[src/rtl/spi_note_sender.sv]
// SPI master that serialises one frame of NUM_TRACKS note packets onto chipSelect/sck/sdi.
// sdi changes only on sck falling edges; the final SCK_LO phase doubles as chipSelect hold time.
module spi_note_sender #(
    parameter int unsigned NUM_TRACKS  = 4,
    parameter int unsigned PACKET_SIZE = 24,
    parameter int unsigned CLK_DIV     = 4,
    parameter int unsigned CS_GAP      = 4
) (
    input  logic                              clk,
    input  logic                              reset,
    input  logic                              valid,
    input  logic [NUM_TRACKS*PACKET_SIZE-1:0] notePackets,
    output logic                              ready,
    output logic                              done,
    output logic                              chipSelect,
    output logic                              sck,
    output logic                              sdi
);
    localparam int unsigned TOTAL = NUM_TRACKS * PACKET_SIZE;
    localparam int unsigned CNT_W = $clog2(TOTAL + 1);
    localparam int unsigned DIV_W = (CLK_DIV > 1) ? $clog2(CLK_DIV) : 1;
    localparam int unsigned GAP_W = (CS_GAP > 1) ? $clog2(CS_GAP) : 1;
    localparam logic [DIV_W-1:0] DIV_LAST  = DIV_W'(CLK_DIV - 1);
    localparam logic [GAP_W-1:0] GAP_LAST  = GAP_W'(CS_GAP - 1);
    localparam logic [CNT_W-1:0] CNT_TOTAL = CNT_W'(TOTAL);

    typedef enum logic [2:0] {
        IDLE,
        SETUP,
        SCK_HI,
        SCK_LO,
        GAP
    } state_t;

    state_t           state_q, state_d;
    logic [TOTAL-1:0] shreg_q, shreg_d;
    logic [CNT_W-1:0] bit_cnt_q, bit_cnt_d;
    logic [DIV_W-1:0] div_q, div_d;
    logic [GAP_W-1:0] gap_q, gap_d;
    logic             cs_q, cs_d;
    logic             sck_q, sck_d;
    logic             sdi_q, sdi_d;
    logic             done_q, done_d;
    logic             ready_q, ready_d;
    logic             div_end;

    always_comb begin
        state_d   = state_q;
        shreg_d   = shreg_q;
        bit_cnt_d = bit_cnt_q;
        div_d     = div_q;
        gap_d     = gap_q;
        cs_d      = cs_q;
        sck_d     = sck_q;
        sdi_d     = sdi_q;
        done_d    = 1'b0;
        div_end   = (div_q == DIV_LAST);

        case (state_q)
            IDLE: begin
                if (valid) begin
                    state_d   = SETUP;
                    shreg_d   = notePackets;
                    bit_cnt_d = '0;
                    div_d     = '0;
                    cs_d      = 1'b1;
                    sck_d     = 1'b0;
                    sdi_d     = notePackets[TOTAL-1];
                end
            end
            SETUP: begin
                if (div_end) begin
                    div_d   = '0;
                    state_d = SCK_HI;
                    sck_d   = 1'b1;
                end else begin
                    div_d = div_q + 1'b1;
                end
            end
            SCK_HI: begin
                if (div_end) begin
                    div_d     = '0;
                    state_d   = SCK_LO;
                    sck_d     = 1'b0;
                    shreg_d   = shreg_q << 1;
                    sdi_d     = shreg_d[TOTAL-1];
                    bit_cnt_d = bit_cnt_q + 1'b1;
                end else begin
                    div_d = div_q + 1'b1;
                end
            end
            SCK_LO: begin
                if (div_end) begin
                    div_d = '0;
                    if (bit_cnt_q < CNT_TOTAL) begin
                        state_d = SCK_HI;
                        sck_d   = 1'b1;
                    end else begin
                        state_d = GAP;
                        cs_d    = 1'b0;
                        sdi_d   = 1'b0;
                        done_d  = 1'b1;
                        gap_d   = '0;
                    end
                end else begin
                    div_d = div_q + 1'b1;
                end
            end
            GAP: begin
                if (gap_q == GAP_LAST) begin
                    state_d = IDLE;
                end else begin
                    gap_d = gap_q + 1'b1;
                end
            end
            default: begin
                state_d = IDLE;
                cs_d    = 1'b0;
                sck_d   = 1'b0;
                sdi_d   = 1'b0;
            end
        endcase

        // ready is registered from the next state so it is high exactly while IDLE
        ready_d = (state_d == IDLE);
    end

    always_ff @(posedge clk) begin
        if (reset) begin
            state_q   <= IDLE;
            shreg_q   <= '0;
            bit_cnt_q <= '0;
            div_q     <= '0;
            gap_q     <= '0;
            cs_q      <= 1'b0;
            sck_q     <= 1'b0;
            sdi_q     <= 1'b0;
            done_q    <= 1'b0;
            ready_q   <= 1'b1;
        end else begin
            state_q   <= state_d;
            shreg_q   <= shreg_d;
            bit_cnt_q <= bit_cnt_d;
            div_q     <= div_d;
            gap_q     <= gap_d;
            cs_q      <= cs_d;
            sck_q     <= sck_d;
            sdi_q     <= sdi_d;
            done_q    <= done_d;
            ready_q   <= ready_d;
        end
    end

    assign ready      = ready_q;
    assign done       = done_q;
    assign chipSelect = cs_q;
    assign sck        = sck_q;
    assign sdi        = sdi_q;
endmodule

[config.mk]
export PLATFORM = sky130hd
export DESIGN_NAME = spi_note_sender
export DESIGN_NICKNAME = d
export VERILOG_FILES = /design/src/rtl/spi_note_sender.sv
export SDC_FILE = /design/constraint.sdc
export NUM_CORES = 1
export LEC_CHECK = 0
export ABC_CLOCK_PERIOD_IN_PS = 2050
export BUFFER_PORTS_ARGS = -buffer_cell sky130_fd_sc_hd__buf_2
export CAP_MARGIN = 5
export CELL_PAD_IN_SITES_DETAIL_PLACEMENT = 1
export CELL_PAD_IN_SITES_GLOBAL_PLACEMENT = 2
export CORE_ASPECT_RATIO = 0.8
export CORE_MARGIN = 5
export CORE_UTILIZATION = 32
export CTS_CLUSTER_SIZE = 12
export DETAILED_ROUTE_END_ITERATION = 16
export MAX_ROUTING_LAYER = met4
export PLACE_DENSITY_LB_ADDON = 0.05
export SYNTH_ARGS = -nofsm -noshare
export SYNTH_HDL_FRONTEND = slang
export SYNTH_SLANG_ARGS = --single-unit
[constraint.sdc]
create_clock -name clk -period 2.05 [get_ports clk]
set_input_delay 0.1025 -clock clk [delete_from_list [all_inputs] [get_ports clk]]
set_output_delay 0.1025 -clock clk [all_outputs]
set_load 0.02 [all_outputs]
==> results.md <==
- Outcome: finished clean
- LEAKAGE: roughly 0.003 uW
- Flops & latches, synth: 114
- Logic pwr share: between 10% and 20%
- WP data required: roughly 2.4 ns
- Reg2reg path depth: 5
- RSZ-0062 raised after global routing: false
- Total gr overflow: 0
- Fillers: 1885
- Sequential-to-total area share from yosys stat: 43.6%
- Switching Share: approximately 25%
- # placed instances: 930
- Crit path kind: flop to flop
- Post-synth EDFFs: 0
- Final setup violating endpoints: 0
- Setup tns final: 0 ns
- Crit path time final: ~1.8 ns
- Final non-filler cell total: around 1.1k
- Diode count: 0
- Latest clock arrival within the worst-skew pair: ~0.42 ns
- Reg area: about 2300 um2
- Clock transition at the registers of the reported paths: around 0.050 ns
- Syn_area_per_cell: 7.94 um2
- Post-Syn Instances: about 660
- Synth top area cells: dfxtp_1, a311oi_1, nand2_1, a21oi_1, clkbuf_1
- Core Box Area: 15900 um2
- Fin crit share: roughly 90%
- Number of global-route vias before repair: between 5k and 6k
- Die X-Extent: between 150 and 200 um
- Vias per Instance: 5.26
- RD Place Congestion: around 0.73
- First-pass GRT wire length: 29200 um
- Multi-input gate area: 2650 um2
- CTS tree: done
- Net count, final: approximately 930
- Clock share of power: between 40% and 50%
- R2R setup slack: between 0.2 and 0.25 ns
- P per Cell Area: ~800 nW/um2
- Post-route DRC violation count: 0
- Initial Util: 32.9%
- Die Y: 124 um
- VDD IR max: roughly 550 uV
- Critical Path AT: around 2.2 ns
- Setup Skew: roughly 0.0065 ns
- Largest net degree at the start of global routing: slightly above 60
- RR Endpoint: shreg_q[3]
- Fmax achieved: between 500 and 600 MHz
- ANT nets after route: 0
- Hold Path Sink: shreg_q[93]
- Via count: roughly 5.5k
- Unique cell type count in the Yosys netlist: around 40
- Top FF cell, synth: dfxtp_1
- Worst Setup SP: state_q[2]
- Number of max-cap violations: 0
- HP Start: notePackets[93]
- Pre-antenna DRT Iters: 4
- Layout area overhead: 44.4%
- Share of cells above drive strength 1: between 10% and 20%
- CP endpoint kind: flop
- Fin. Hold Viols: 0
- Post-synth ARST share: 0%
- Slew Viols, Final: 0
- Dpl hpwl: 10800 um
- Cell area after synthesis: approximately 5200 um2
- Top cell type's share of synthesized area: a little over two fifths
- Initial antenna violation count: 0
- Port bufs: between 100 and 150
- Most common cell in the netlist: nand2_1
- WHS Path Cells: 3
- Post-synth top cells: nand2_1, dfxtp_1, a21oi_1
- Reg2reg start: state_q[2]
- CTS root buf: clkbuf_16
- Number of clock sinks: between 100 and 150
- Net Sw Power: 1510 uW
- Placed cell area: about 6000 um2
- Worst rel slew slack: between 60 and 70%
- Final WL: ~17000 um
- Iter 0 DRT Violations: about 270
- Post-synth top area cell: dfxtp_1
- CP Launch Type: flop
- Post-synth net total: approximately 760
- Sequential share of power: about two fifths
- Die area: ~19000 um2
- Total GRT Usage: a little under a fifth
- Hold WS: approximately 0.027 ns
- Internal: 4550 uW
- Inserted Clock Buffers: 17
- H-Tree Depth: 4
- Slew @ Worst Pin: roughly 0.55 ns
- Yosys warnings: 0
- Number of top-level pins: approximately 100
- # rows: about 40
- Hold Crit Class: primary input to flop
- Design area: between 7000 and 8000 um2
- Clock buffer depth: 2
- WL/cell: 16.5 um
- Critical Path Fanout Max: 21
==> placed cells by master (no fill, tap or decap), drive strengths merged, types with 2 or more instances in the layout <==
cell | netlist | routed
nand2 | 193 | 193
buf | 33 | 129
dfxtp | 114 | 114
a21oi | 105 | 105
a311oi | 95 | 95
dlygate4sd3 | 0 | 94
clkbuf | 40 | 25
o21ai | 9 | 9
nand3 | 8 | 8
nor3 | 6 | 6
clkinv | 0 | 5
nor2 | 5 | 5
nand4 | 4 | 4
or3 | 4 | 4
ha | 4 | 4
or4 | 3 | 3
inv | 3 | 3
mux2 | 3 | 3
mux2i | 3 | 3
or4b | 2 | 2
nand3b | 2 | 2
o2111ai | 2 | 2
o31ai | 2 | 2
nor2b | 2 | 2
nor4 | 2 | 2
or3b | 2 | 2
nor3b | 2 | 2
==> power by group through the flow <==
stage / Sequential (uW) / Clock [uW] / Combinational [uW]
detailed placement: 2530 / 0 / 697
floorplan: 2510 / 0 / 430
finish: 2490 / 2740 / 833
global route: 2510 / 2900 / 916
CTS: 2490 / 2820 / 834
global placement: 2530 / 0 / 675
==> per-layer routing <==
metal,vias up,global-route usage (%),share of wire (%)
li1,2745,-,-
met1,2687,24.4,49
met2,91,29.6,46
met3,22,4.13,3.3
met4,0,5.92,1.8
met5,-,-,0
==> cell families after synthesis <==
logic type	synth area share, %
AO/OA/AOI/OAI	28.3
adder cells (fa/ha/maj)	0.957
multiplexers	1.22
XOR/XNOR	0.167
AND/OR/NAND/NOR	19.4
buffers and inverters	6.34
flip-flops	43.6
==> worst max-delay path, cell delays in order, from the launching register on <==
cell and delay, ns:
dfxtp_1 0.42, buf_4 0.23, nor3b_4 0.37, buf_4 0.33, nand2_1 0.09, a311oi_1 0.30
==> metrics by stage <==
step                      setup slack [ns]  utilization [%]  power (uW)
after floorplan                      0.466                -        2940
after global routing                0.0281             47.5        6330
after global placement               0.203             38.2        3200
after detailed placement             0.131             38.2        3230
after CTS                           0.0952             47.5        6140
final                                0.211             47.5        6060
==> sequential cells by signal (all words and copies together) (netlist names) <==
signal and flops:
bit_cnt_q 7, chipSelect 1, div_q 2, done 1
gap_q 2, ready 1, sck 1, sdi 1
shreg_q 95, state_q 3
==> what timing repair did <==
| action | 4_1_cts | 5_1_grt |
|---|---|---|
| setup buffers | 0 | 0 |
| gates resized for setup | 0 | 1 |
| setup endpoints to repair | 0 | 16 |
| endpoints found under the hold margin | 94 | 0 |
| hold buffers | 94 | 0 |
==> worst max-delay path by stage <==
| stage | end | cells after the start | slack (ns) |
|---|---|---|---|
| final | shreg_q[3] | 5 | 0.21 |
| after global routing | shreg_q[66] | 4 | 0.03 |
| after floorplan | bit_cnt_q[3] | 6 | 0.47 |
| after detailed placement | shreg_q[89] | 4 | 0.13 |
| after global placement | shreg_q[29] | 4 | 0.20 |
| after CTS | shreg_q[93] | 4 | 0.1 |
==> final cells by class <==
cell class,count,share of cell area [%]
clock buffers,25,6.42
clock inverters,6,0.729
inverters,3,0.149
multi-input cells,469,35.1
flip-flops and latches,114,30.2
well taps,215,3.56
repair buffers,223,23.9
No activity file was read; power rests on OpenSTA's default activity.
